$ cat config.mk
export PLATFORM = sky130hd
export DESIGN_NAME = game_seq_ctl
export DESIGN_NICKNAME = d
export VERILOG_FILES = /design/src/rtl/game_seq_ctl.sv
export SDC_FILE = /design/constraint.sdc
export NUM_CORES = 1
export LEC_CHECK = 0
export CELL_PAD_IN_SITES_DETAIL_PLACEMENT = 1
export CELL_PAD_IN_SITES_GLOBAL_PLACEMENT = 2
export CORE_MARGIN = 4
export CORE_UTILIZATION = 32
export CTS_CLUSTER_SIZE = 40
export DETAILED_ROUTE_END_ITERATION = 16
export HOLD_SLACK_MARGIN = 0.15
export PLACE_DENSITY_LB_ADDON = 0.1
export SLEW_MARGIN = 30
export SYNTH_ARGS = -nofsm -noshare
export SYNTH_HDL_FRONTEND = slang
export SYNTH_SLANG_ARGS = --single-unit
export TNS_END_PERCENT = 20
$ cat constraint.sdc
create_clock -name pclk -period 4.5 [get_ports pclk]
set_input_delay 1.125 -clock pclk [delete_from_list [all_inputs] [get_ports pclk]]
set_output_delay 1.125 -clock pclk [all_outputs]
set_load 0.02 [all_outputs]
$ cat src/rtl/game_seq_ctl.sv
// Falling-cat game sequencer: START/PLAY/END control, cat spawn and fall, catch/miss, score and lives.
// Build option: define GAME_SEQ_SPEEDUP_EN to raise the fall step by one every fifth catch.
module game_seq_ctl #(
    parameter int          SCREEN_H       = 600,
    parameter int          BAG_Y          = 530,
    parameter int          BAG_W          = 48,
    parameter int          CAT_W          = 48,
    parameter int          CAT_H          = 64,
    parameter int          X_MIN          = 100,
    parameter int          X_MAX          = 700,
    parameter int          START_SPEED    = 2,
    parameter int          MAX_SPEED      = 8,
    parameter int          LIVES          = 3,
    parameter int          RESPAWN_FRAMES = 30,
    parameter logic [15:0] LFSR_SEED      = 16'hACE1
) (
    input  logic        pclk,
    input  logic        rst,
    input  logic        vsync_in,
    input  logic        start_btn,
    input  logic        restart_btn,
    input  logic [11:0] bag_xpos,
    output logic [1:0]  state_out,
    output logic [11:0] cat_xpos,
    output logic [11:0] cat_ypos,
    output logic        cat_visible,
    output logic [13:0] score,
    output logic [2:0]  lives_left,
    output logic        caught,
    output logic        missed
);

    localparam int          SPAN      = X_MAX - X_MIN + 1;
    localparam int          SPD_W     = $clog2(MAX_SPEED + 1);
    localparam int          CNT_W     = $clog2(RESPAWN_FRAMES + 1);
    localparam int          INIT_SPD  = (START_SPEED > MAX_SPEED) ? MAX_SPEED : START_SPEED;
    localparam logic [11:0] REST_Y    = 12'(BAG_Y - CAT_H);
    localparam logic [13:0] SCORE_MAX = 14'd9999;

    typedef enum logic [2:0] {
        ST_IDLE,
        ST_SPAWN,
        ST_FALL,
        ST_WAIT,
        ST_OVER
    } state_t;

    state_t            state;
    state_t            state_next;
    logic [1:0]        state_code_next;
    logic              vsync_d;
    logic              tick;
    logic [15:0]       lfsr;
    logic [9:0]        spawn_off;
    logic [11:0]       spawn_x;
    logic [SPD_W-1:0]  speed;
    logic [CNT_W-1:0]  frame_cnt;
    logic [12:0]       ny;
    logic [12:0]       ny_bottom;
    logic              contact;
    logic              hit;
    logic              wait_done;
    logic              game_start;
    logic              do_catch;
    logic              do_miss;

    always_ff @(posedge pclk) begin
        vsync_d <= vsync_in;
    end

    assign tick = vsync_in & ~vsync_d;

    // Free-running spawn source: keeps stepping in every state so spawn x depends on player timing.
    always_ff @(posedge pclk) begin
        if (!rst) begin
            lfsr <= LFSR_SEED;
        end else begin
            lfsr <= {lfsr[14:0], lfsr[15] ^ lfsr[13] ^ lfsr[12] ^ lfsr[10]};
        end
    end

    assign spawn_off = (lfsr[9:0] > 10'(SPAN - 1)) ? (lfsr[9:0] - 10'(SPAN)) : lfsr[9:0];
    assign spawn_x   = 12'(X_MIN) + {2'b00, spawn_off};

    assign ny         = {1'b0, cat_ypos} + 13'(speed);
    assign ny_bottom  = ny + 13'(CAT_H);
    assign contact    = (ny_bottom >= 13'(BAG_Y)) || (ny_bottom >= 13'(SCREEN_H));
    assign hit        = (({1'b0, cat_xpos} + 13'(CAT_W)) > {1'b0, bag_xpos}) &&
                        (({1'b0, bag_xpos} + 13'(BAG_W)) > {1'b0, cat_xpos});
    assign wait_done  = (frame_cnt == CNT_W'(RESPAWN_FRAMES - 1));
    assign game_start = (state == ST_IDLE) && start_btn;
    assign do_catch   = (state == ST_FALL) && tick && contact && hit;
    assign do_miss    = (state == ST_FALL) && tick && contact && !hit;

    always_ff @(posedge pclk) begin
        if (!rst) begin
            state     <= ST_IDLE;
            state_out <= 2'b01;
        end else begin
            state     <= state_next;
            state_out <= state_code_next;
        end
    end

    always_comb begin
        state_next = state;
        case (state)
            ST_IDLE:  if (start_btn) state_next = ST_SPAWN;
            ST_SPAWN: state_next = ST_FALL;
            ST_FALL: begin
                if (do_catch) begin
                    state_next = ST_WAIT;
                end else if (do_miss) begin
                    state_next = (lives_left == 3'd1) ? ST_OVER : ST_WAIT;
                end
            end
            ST_WAIT:  if (tick && wait_done) state_next = ST_SPAWN;
            ST_OVER:  if (restart_btn) state_next = ST_IDLE;
            default:  state_next = ST_IDLE;
        endcase
    end

    // The display code is taken from the next state so state_out stays a plain register.
    always_comb begin
        state_code_next = 2'b11;
        case (state_next)
            ST_IDLE: state_code_next = 2'b01;
            ST_OVER: state_code_next = 2'b10;
            default: state_code_next = 2'b11;
        endcase
    end

    always_ff @(posedge pclk) begin
        if (!rst) begin
            cat_xpos    <= 12'd400;
            cat_ypos    <= '0;
            cat_visible <= 1'b0;
            score       <= '0;
            lives_left  <= 3'(LIVES);
            caught      <= 1'b0;
            missed      <= 1'b0;
            frame_cnt   <= '0;
        end else begin
            caught <= 1'b0;
            missed <= 1'b0;
            case (state)
                ST_IDLE: begin
                    if (game_start) begin
                        score      <= '0;
                        lives_left <= 3'(LIVES);
                        frame_cnt  <= '0;
                    end
                end
                ST_SPAWN: begin
                    cat_xpos    <= spawn_x;
                    cat_ypos    <= '0;
                    cat_visible <= 1'b1;
                end
                ST_FALL: begin
                    if (tick) begin
                        if (contact) begin
                            cat_ypos    <= REST_Y;
                            cat_visible <= 1'b0;
                            if (hit) begin
                                caught <= 1'b1;
                                score  <= (score >= SCORE_MAX) ? SCORE_MAX : score + 14'd1;
                            end else begin
                                missed     <= 1'b1;
                                lives_left <= lives_left - 3'd1;
                            end
                        end else begin
                            cat_ypos <= ny[11:0];
                        end
                    end
                end
                ST_WAIT: begin
                    if (tick) begin
                        frame_cnt <= wait_done ? '0 : frame_cnt + 1'b1;
                    end
                end
                ST_OVER: begin
                    cat_visible <= 1'b0;
                    if (restart_btn) begin
                        score      <= '0;
                        lives_left <= 3'(LIVES);
                    end
                end
                default: ;
            endcase
        end
    end

`ifdef GAME_SEQ_SPEEDUP_EN
    localparam int SPEEDUP_EVERY = 5;
    localparam int MOD_W         = $clog2(SPEEDUP_EVERY);

    logic [MOD_W-1:0] catch_mod;
    logic [SPD_W-1:0] speed_up;

    assign speed_up = (speed >= SPD_W'(MAX_SPEED)) ? SPD_W'(MAX_SPEED) : speed + 1'b1;

    // Catches are counted separately from score so a saturated score still drives speed-up.
    always_ff @(posedge pclk) begin
        if (!rst) begin
            speed     <= SPD_W'(INIT_SPD);
            catch_mod <= '0;
        end else if (game_start) begin
            speed     <= SPD_W'(INIT_SPD);
            catch_mod <= '0;
        end else if (do_catch) begin
            if (catch_mod == MOD_W'(SPEEDUP_EVERY - 1)) begin
                catch_mod <= '0;
                speed     <= speed_up;
            end else begin
                catch_mod <= catch_mod + 1'b1;
            end
        end
    end
`else
    assign speed = SPD_W'(INIT_SPD);
`endif

endmodule

**Yosys cells after proc, flatten, opt, wreduce, memory -nomap -nowiden**

Cells that the tools add are included.

- Register bits after elaboration: 71
- Output and inout port bits: 46
- Logic and storage cells: 101

- Add/sub/neg operators: 9
- Magnitude comparators: 6
- Equality and inequality tests: 14
- Muxes and demuxes: 34
- Bitwise gates (word level): 5
- Reduce and logical (&&, ||, !) cells: 21

Operators with widths:

| cell | count |
|---|---|
| $mux W14 | 6 |
| $pmux W14 S3 | 1 |
| $mux W3 | 11 |
| $add A12 B6 Y13 const B | 2 |
| $ge A13 B10 Y1 const B | 2 |
| $gt A13 B12 Y1 | 2 |
| $mux W12 | 2 |
| $pmux W12 S2 | 1 |
| $mux W5 | 3 |
| $pmux W3 S5 | 1 |
| $add A14 B1 Y14 const B | 1 |
| $ge A14 B14 Y1 const B | 1 |
| $ne A2 B2 Y1 const B | 7 |
| $add A12 B2 Y13 const B | 1 |
| $add A13 B7 Y13 const B | 1 |
| $reduce_and A6 Y1 | 2 |
| $add A7 B10 Y11 const A | 1 |
| $gt A10 B10 Y1 const B | 1 |
| $mux W10 | 1 |
| $pmux W5 S2 | 1 |
| $sub A10 B10 Y10 const B | 1 |
| $pmux W3 S3 | 1 |
| $logic_and A1 B1 Y1 | 7 |
| $eq A3 B1 Y1 const B | 2 |
| 19 further kinds | 30 |

**Depth between registers and ports, before layout**

Gate-level depths: netlist of the first run.

- Word-level depth: 11
- Gate-level depth with buffers: 16
- Gate-level depth less buffers: 14

**Worst setup path before layout of the first run**

No wires, ideal clock.

- Path kind: input port to flip-flop
- Start: input port bag_xpos[4]
- End: register state_out[0]
- Arrival: 3.688 ns
- Path slack: 0.692 ns
- Stages on the path: 13
- Path buffers: 1
- Path through: inv_1 > ha_1 > nor3_1 > nand3_1 > xnor2_1 > ha_1 > a211o_1 > a211oi_1 > o21ai_0 > and3_1 > clkbuf_1 > o41a_1 > or2_1

- Word-level cells in the longest chain between the ends: 10
- Elaborated cells on any way between the ends: 13
- Those cells by class: add/sub: 1; order compare: 2; eq/ne: 1; mux: 4; reduce/logical: 5

RTL lines:

| element | RTL line | RTL |
|---|---|---|
| from (decl) | 22 | `input logic [11:0] bag_xpos,` |
| $add A12 B6 Y13 | 89 | `(({1'b0, bag_xpos} + 13'(BAG_W)) > {1'b0, cat_xpos});` |
| $gt A13 B12 Y1 | 89 |  |
| $logic_and A1 B1 Y1 * | 88 | `assign hit = (({1'b0, cat_xpos} + 13'(CAT_W)) > {1'b0, bag_xpos}) &&` |
| $logic_not A1 Y1 | 93 | `assign do_miss = (state == ST_FALL) && tick && contact && !hit;` |
| $logic_and A1 B1 Y1 | 93 |  |
| $mux W3 | 113 | `end else if (do_miss) begin` |
| $mux W3 * | 111 | `if (do_catch) begin` |
| $pmux W3 S5 * | 107 | `case (state)` |
| $eq A3 B3 Y1 / $logic_not A3 Y1 (equally long branches) | 126 | `case (state_next)` |
| $pmux W2 S2 * | 126 |  |
| to (signal assigned) | 101 | `state_out <= state_code_next;` |
| to (decl) | 23 | `output logic [1:0] state_out,` |

Every way passes the cells marked *; elsewhere a longest branch is shown, timed or not.
A chain may end at the register's enable or synchronous reset.

**Final worst setup path of the first run**

- Start: input port bag_xpos[4]
- End: register score[2]

- Word-level cells in the longest chain between the ends: 5
- Elaborated cells on any way between the ends: 6
- Those cells by class: add/sub: 1; order compare: 2; eq/ne: 1; reduce/logical: 2

RTL lines:

| element | RTL line | RTL |
|---|---|---|
| $add A12 B6 Y13 | 89 |  |
| $gt A13 B12 Y1 | 89 |  |
| $logic_and A1 B1 Y1 * | 88 |  |
| $ne A2 B2 Y1 (no source line) * | -- |  |
| $reduce_and A6 Y1 (no source line) * | -- |  |
| to (signal assigned) | 166 | `score <= (score >= SCORE_MAX) ? SCORE_MAX : score + 14'd1;` |
| to (decl) | 27 | `output logic [13:0] score,` |

Marks and branches as above.

==> flow_results.org, run 1 <==
** Clocking
- Clock sinks :: 69
- The H-tree generated during clock tree synthesis spans 3 levels.
- After clock tree synthesis, the clock-pin slew on the worst setup and hold paths is 60 ps.
- Buffers added to address setup during post-CTS repair amount to 0.
- CTS placed an instance of sky130_fd_sc_hd__clkbuf_16 at the clock tree root.
- Clock latency at the later pin of the worst-skew pair :: 330 ps
- No sink is reached through more buffers than the 2 on the longest clock path.
- Clock tree synthesis inserted a total of 9 buffers.
- Gates resized during post-CTS repair numbered 0.
- CTS tree :: yes
- Hold bufs inserted after CTS :: 0

** Outcome
- Result of the run :: completed

** Setup path
- Worst path required time :: 4740 ps
- Dominant cell type by count on the critical path :: sky130_fd_sc_hd__ha_1
- The largest individual stage delay along the critical path comes from the cell sky130_fd_sc_hd__clkdlybuf4s50_1.
- Data on the critical path arrives at its endpoint at 4390 ps.
- The worst setup path is captured at a flip-flop.
- The critical path goes through clkdlybuf4s50_1 > inv_1 > ha_1 > nor3_1 > nand3_1 > xnor2_1 > ha_1 > a211o_1 > a211oi_1 > o21ai_0 > and3_1 > buf_4 > a31o_2 > o221ai_1.
- Cell class contributing the biggest share of worst-path delay :: compound AO/OA/AOI/OAI gates
- The number of buffers and inverters on the critical path is 3.
- Kind of critical path :: primary input to flip-flop
- Of all nets on the critical path, the largest fanout is 12.
- Worst Reg2Reg Path Length in Cells :: 13
- In this run the number of cells on the critical path is 14.
- In this design, the stage delay of the slowest critical-path cell is 500 ps.
- Crit path launch type :: primary input

** Routing
- DRC violations left :: 0
- Number of antenna-violating nets in the routed design :: 0
- The detailed router placed ~4300 vias in this run.
- In the routed layout, each cell is associated on average with a via count of 5.335.
- Before antenna repair, the detailed router went through 4 iterations.
- The detailed router finished its first iteration with 155 violations.
- The routed design has between 10000 and 15000 um of wire.
- Average routed wire per standard cell :: roughly 17 um

** Timing
- Maximum clock frequency :: 0.2406 GHz
- For the final database, setup skew stands at 5.748 ps.
- Fraction of the cycle the final worst path needs :: 0.9238
- Number of max-slew violations in the final report :: 0
- The count of endpoints failing hold in the final timing report came to 0.
- Total Neg Setup Slack :: 0 ps
- Setup repair after global routing left no endpoint under its margin.
- Actual slew at the worst max-slew pin :: slightly above 800 ps
- The tightest hold path in the finished design has a slack of a little over 400 ps.
- Setup-violating endpoint count in the final report :: 0
- In this run the tightest slew margin relative to its limit is 0.4417.
- Crit path time final :: 4157 ps

** Floorplanning
- Boundary pin count :: 63
- Die Ht :: 127.0 um
- Die outline area :: 0.01613 sq mm
- The floorplan has 43 rows.
- Floorplan core area :: 0.01388 sq mm
- The initial utilization of the core area, before any placement, comes to 0.3265.
- From left edge to right edge, the die measures 127.0 um.

** Placed design
- Port-buffer cells :: 60
- Routability-driven placement finished with a final weighted congestion of ~0.8.
- Placed wire-length estimate :: 10400 um

** Global route
- Initial antenna violation count :: 0
- The via count of the first global-routing pass was 4402.
- After global routing the overflow that remains totals 0.
- Entering global routing, the biggest net connects 25 pins.
- The first global-routing pass estimated between 20000 and 25000 um of wire.
- Across every metal layer, demand over resource in global routing totals 0.1724.

** Pwr
- The analysis attributes to net switching a power of 0.0004541 W.
- Sequential group share of total power :: 0.408
- The share of total power dissipated in combinational logic is 0.167.
- Final Total Pwr :: 0.001636 W
- Int Pwr :: 0.001182 W
- For this design the static power due to leakage is 2.134 nW.
- Share of total power in the clock network :: 0.425
- Of the total power, the share spent switching nets is 0.2775.
- For this design the ratio of total power to cell area is ~290 mW/mm^2.
- The worst-case IR drop observed on VDD is 0.0002131 V.

** Yosys
- Most area-consuming cells after synthesis :: sky130_fd_sc_hd__dfxtp_1, sky130_fd_sc_hd__ha_1, sky130_fd_sc_hd__nand2_1
- Most instantiated flip-flop cell in the synthesis netlist :: sky130_fd_sc_hd__dfxtp_1
- Number of enable-type register cells in the synthesized netlist :: 0
- Leading area contributor after synthesis :: sky130_fd_sc_hd__dfxtp_1
- A synthesized cell averages roughly 7.9 sq um.
- The number of different library cells used by synthesis comes to 67.
- In the synthesized netlist, the number of instances is roughly 570.
- The share of synthesized area in the top cell type comes to 0.3048.
- Sequential element share of the synthesized area :: 0.3048
- The synthesized netlist occupies a cell area of ~0.0045 sq mm.
- For this run, asynchronously set or reset flops after synthesis account for 0.
- The synthesized design contains 69 register bits.
- Number of synthesis warnings :: 0

** Min path
- Worst hold stages :: 1
- Worst Hold Class :: flip-flop to flip-flop

** Cells and area
- Of the cells placed in the final design, the portion with a size suffix greater than 1 is 0.06793.
- In the final design database the tool counted slightly below 700 nets.
- At the end of the flow the core is filled with cells to 0.4044.
- The top cell types in the final layout, fill and taps aside, are sky130_fd_sc_hd__dfxtp_1, sky130_fd_sc_hd__clkdlybuf4s50_1, sky130_fd_sc_hd__nand2_1.
- Antenna cell count :: 0
- Most frequent standard cell in the layout excluding fill and tap cells :: sky130_fd_sc_hd__dfxtp_1
- After filler insertion, the fill cell instance count of the layout stands at 1690.
- The area growth from synthesis to layout is 23.85%.

** Flow run
- Across the run, the number of max-cap violations was 0.
layer usage:
| layer | vias up | track usage | wire [um] |
|---|---|---|---|
| met5 | - | 0 | 0 |
| met3 | 7 | 0.03344 | 473 |
| li1 | 2169 | - | - |
| met1 | 2096 | 0.2382 | 6760 |
| met4 | 0 | 0.03849 | 107 |
| met2 | 65 | 0.2799 | 6339 |
state kept, by name, summed over array words and instances (netlist names):
register and count:
lfsr 16, lives_left 3, caught 1, state_out 2
missed 1, cat_visible 1, cat_ypos 11, vsync_d 1
state 3, score 14, frame_cnt 5, cat_xpos 11
logic make-up (layout without fill, tap and decap cells):
kind of cell               count (synthesis)  count (layout)  synth area share
other                                      1               2         0.0008275
DFF                                       69              69            0.3048
adders and majority gates                 33              33           0.09111
AOI/OAI and AO/OA                        136             136            0.2151
muxes                                      2               2          0.004969
buffers and inverters                     77             137           0.07261
and+or+nand+nor                          223             223            0.2507
xor gates and xnor gates                  31              31           0.05991
stage by stage:
step	worst slack, ps	area, sq um	instances
after floorplan	691.8	4536	573
after global placement	119.9	5315	797
after detailed placement	30.00	5315	797
after CTS	357.0	5613	813
after global routing	26.07	5613	813
final	343.0	5613	813
path summary, 6_finish.rpt:
kind	startpoint	to	slack [ps]
hold reg to reg	lfsr[14]	lfsr[15]	410
setup reg to reg	cat_ypos[1]	score[2]	640
hold / removal	lfsr[14]	lfsr[15]	410
setup / recovery	bag_xpos[4]	score[2]	340
layout make-up:
type,count,area (sq um),share of cell area
multi-input cells,427,2830,0.5042
well taps,180,225.2,0.04012
flip-flops and latches,69,1381,0.2461
clock inverters,3,17.52,0.003121
inverters,48,180.2,0.03210
clock buffers,13,280.3,0.04993
repair buffers,73,698.2,0.1244
worst register-to-register path: cells and delay by family, from the launching register on:
kind | cells | cell delay, ps
fa+ha+maj | 2 | 680
flops | 1 | 500
xor+xnor | 1 | 230
simple gates | 8 | 1790
compound gates | 2 | 570
power groups by stage:
stage	registers, W	logic [W]	clock network (W)
after global placement	0.000680	0.000267	0
final	0.000667	0.000273	0.000696
after detailed placement	0.000681	0.000274	0
after floorplan	0.000678	0.000172	0
after CTS	0.000668	0.000277	0.000722
after global routing	0.000672	0.000308	0.000749
cell usage after synthesis, types with 10 or more instances:
cell type / number
sky130_fd_sc_hd__inv_1: 47
sky130_fd_sc_hd__nand2_1: 58
sky130_fd_sc_hd__and3_1: 11
sky130_fd_sc_hd__xnor2_1: 23
sky130_fd_sc_hd__dfxtp_1: 69
sky130_fd_sc_hd__ha_1: 33
sky130_fd_sc_hd__o21ai_0: 31
sky130_fd_sc_hd__nand4_1: 15
sky130_fd_sc_hd__clkbuf_1: 16
sky130_fd_sc_hd__a21oi_1: 23
sky130_fd_sc_hd__nor4_1: 10
sky130_fd_sc_hd__nand2b_1: 14
sky130_fd_sc_hd__nor2_1: 38
sky130_fd_sc_hd__nand3_1: 21
sky130_fd_sc_hd__nor3_1: 23
Note: power is estimated with default switching activity, not from simulation.
==> run 2: changes to the inputs <==
Settings changed: PLACE_DENSITY set to 0.85, PLACE_DENSITY_LB_ADDON 0.1 to unset.
==> run 2 against run 1 <==
Sequential share of layout area shrank 0.15 points. Largest cell class unchanged. Worst setup slack lost 29 ps. Largest power group unchanged. Sequential power about the same. Critical path type unchanged. First-iteration DRC count up 51%.
==> flow_results.org, run 2 (synthesis results as in run 1) <==
** Clocking
- CTS tree :: yes
- At the later pin of the worst-skew pair, clock insertion delay measures 340 ps.
- Once the clock tree was built, the setup fixing pass inserted 0 buffers.
- Clock tree synthesis selected as its root buffer the cell sky130_fd_sc_hd__clkbuf_16.
- Counting along the longest clock path gives a buffer depth of 2.
- Clock tree synthesis found a total of 69 sinks.
- CTS Buf Count :: 9
- After clock tree synthesis, the flow added hold-fix buffers numbering 0.
- Count of instances resized after the clock tree is built :: 0
- H-tree depth reported by CTS :: 3
- Clock-pin slew on the worst setup and hold paths :: 60 ps

** Pwr
- Sequential group share of total power :: 0.377
- The analysis attributes to cell leakage a power of 2.132 nW.
- Cell area power density :: 313.2 mW/mm^2
- Switching part of the total :: 0.2614
- Int Pwr :: 0.001306 W
- The analysis attributes to net switching a power of 0.0004624 W.
- The share of total power dissipated in combinational logic is 0.153.
- Of the total power, the clock network draws 0.470.
- Peak VDD IR :: 0.0001692 V

** Setup path
- On the worst path, the slowest cell contributes a delay of roughly 500 ps.
- Data on the critical path arrives at its endpoint at 4440 ps.
- The critical path is of the primary input to flip-flop type.
- In this design, the critical path's most frequently occurring cell is sky130_fd_sc_hd__ha_1.
- Worst path required time :: ~4800 ps
- Worst Reg2Reg Path Length in Cells :: 13
- Cell class contributing the biggest share of worst-path delay :: compound AO/OA/AOI/OAI gates
- Buffers & Inverters on Critical Path :: 3
- In this run the number of cells on the critical path is 14.
- Crit path launch type :: primary input
- Origin of the worst setup path :: bag_xpos[4]
- The worst setup path is captured at a flip-flop.
- Following the worst setup path forward leads to its endpoint at score[9].
- Walking the worst path, the cells encountered are clkdlybuf4s50_1 > inv_1 > ha_1 > nor3_1 > nand3_1 > xnor2_1 > ha_1 > a211o_1 > a211oi_1 > o21ai_0 > and3_1 > buf_12 > a31o_2 > o221ai_1.
- Among all stages on the critical path, the largest delay is contributed by sky130_fd_sc_hd__clkdlybuf4s50_1.
- Biggest fanout along the worst timing path :: 18
- Destination of the worst register-to-register timing path :: score[9]
- The setup check on the worst reg-to-reg path leaves a slack of between 600 and 700 ps.
- Reg2Reg Launch Point :: cat_ypos[1]

** Floorplanning
- Boundary pin count :: 63
- In this run the core area contains between 40 and 50 standard-cell rows.
- Die span in x :: 127.0 um
- Die outline area :: between 0.015 and 0.02 sq mm
- For this configuration, the core starts out at a cell density of 0.3265.
- The floorplan step defined a core boundary enclosing 0.01388 sq mm.
- The die is 127.0 um tall.

** Cells and area
- Antenna cell count :: 0
- In the layout the commonest cells are sky130_fd_sc_hd__dfxtp_1, sky130_fd_sc_hd__clkdlybuf4s50_1, sky130_fd_sc_hd__nand2_1.
- The area growth from synthesis to layout is 24.60%.
- Most frequent standard cell in the layout excluding fill and tap cells :: sky130_fd_sc_hd__dfxtp_1
- After filler insertion, the fill cell instance count of the layout stands at 1682.
- Biggest regs :: lfsr: 16 flops, score: 14 flops
- Biggest register :: lfsr
- Area of the multi-input gates :: roughly 0.0028 sq mm
- Number of flip-flops under the largest register name :: 16
- Area taken by flip-flops and latches :: roughly 0.0014 sq mm
- Final net count :: just under 700
- Final core utilization :: 0.4068
- Fraction of layout cells with a size suffix above 1 :: 0.06200

** Outcome
- Result of the run :: completed

** Placed design
- Port buffering added 60 buffers.
- Placed wire-length estimate :: between 9000 and 10000 um
- Pre-CTS WS :: -40.18 ps
- At the end of routability-driven placement, the weighted congestion stood at 0.8615.

** Routing
- In the routed layout, each cell is associated on average with a via count of 5.422.
- Average routed wire per standard cell :: 16.53 um
- Wire length reported by the detailed router :: ~13000 um
- Starting DRT DRC Count :: 234
- The first TritonRoute pass finished after 4 iterations.
- In the routed design, unresolved DRC markers number 0.
- Overall via count from detail_route :: 4386
- Number of antenna-violating nets in the routed design :: 0

** Timing
- For this run, the top clock speed supported by timing is 0.2389 GHz.
- Fraction of the cycle the final worst path needs :: 0.9303
- Post-route worst setup slack :: 313.6 ps
- Actual slew at the worst max-slew pin :: about 970 ps
- Worst Clk Skew :: about 7.8 ps
- Setup repair after global routing missed its margin :: no
- Relative slew slack :: 0.3538
- Setup-violating endpoint count in the final report :: 0
- The max-slew violation count was 0.
- Crit path time final :: about 4200 ps
- Number of endpoints with negative hold slack in the final report :: 0

** Global route
- The initial antenna violation count is 0.
- Vias in the first global route :: between 4000 and 5000
- Final global-route overflow total :: 0
- The first global-routing pass estimated 22510 um of wire.
- Largest net degree at the start of global routing :: 26
- In the global route stage, overall resource usage came out at 0.1676.

** Min path
- The worst hold path belongs to the class flip-flop to flip-flop.

** Flow run
- Reported max-cap violation count :: 0
-- run 2: changes by cell type in the layout (fill, tap and decap cells not counted), sizes merged --
cell,previous run,this run
buf,13,9
bufinv,0,3
clkbuf,13,10
clkinv,3,2
clkinvlp,1,2
-- run 2: worst min path at each step --
stage,start,end,slack [ps],cells past startpoint
after floorplan,lfsr[14],lfsr[15],390,1
after global placement,lfsr[14],lfsr[15],400,1
after detailed placement,lfsr[14],lfsr[15],410,1
after CTS,lfsr[14],lfsr[15],420,1
after global routing,lfsr[14],lfsr[15],440,1
final,lfsr[14],lfsr[15],410,1
-- run 2: layout make-up --
class	instances	area share
multi-input cells	427	0.5012
flip-flops and latches	69	0.2446
repair buffers	69	0.1205
clock buffers	10	0.04232
well taps	180	0.03988
inverters	48	0.03191
clock inverters	6	0.01950
-- run 2: per-layer routing --
metal / vias up / wire (um) / global-route usage
li1: 2169 / - / -
met1: 2133 / 6463 / 0.2179
met2: 61 / 6295 / 0.2839
met3: 23 / 370 / 0.02759
met4: 0 / 239 / 0.05426
met5: - / 0 / 0
-- run 2: worst reg2reg max path, stage by stage (launching register included) --
cell and delay (ps):
sky130_fd_sc_hd__dfxtp_1 510, sky130_fd_sc_hd__ha_1 380, sky130_fd_sc_hd__and2_1 200, sky130_fd_sc_hd__nand4_1 130, sky130_fd_sc_hd__xnor2_1 240, sky130_fd_sc_hd__ha_1 280, sky130_fd_sc_hd__nand3_1 100, sky130_fd_sc_hd__a21o_1 170
sky130_fd_sc_hd__and3_1 180, sky130_fd_sc_hd__nor2b_1 130, sky130_fd_sc_hd__o221a_1 280, sky130_fd_sc_hd__nand2_1 450, sky130_fd_sc_hd__nand3_1 430, sky130_fd_sc_hd__o221ai_1 260
-- run 2: through the flow --
step                std cells  instance area (sq um)  hold slack (ps)  power [W]  setup TNS (ps)
detailed placement        793                   5298            405.5  0.0009493          -108.2
floorplan                 573                   4536            386.3  0.0008498               0
CTS                       809                   5647            419.0   0.001783               0
finish                    809                   5647            411.9   0.001769               0
global placement          793                   5298            395.4  0.0009410               0
global route              809                   5647            435.2   0.001852               0
-- run 2: power groups by stage --
| stage | sequential, W | combinational, W | clock (W) |
|---|---|---|---|
| 3_3_place_gp | 0.000679 | 0.000262 | 0 |
| 3_5_place_dp | 0.000680 | 0.000270 | 0 |
| 6_report | 0.000667 | 0.000270 | 0.000831 |
| 5_1_grt | 0.000671 | 0.000304 | 0.000877 |
| 4_1_cts | 0.000667 | 0.000274 | 0.000842 |
| 2_1_floorplan | 0.000678 | 0.000172 | 0 |
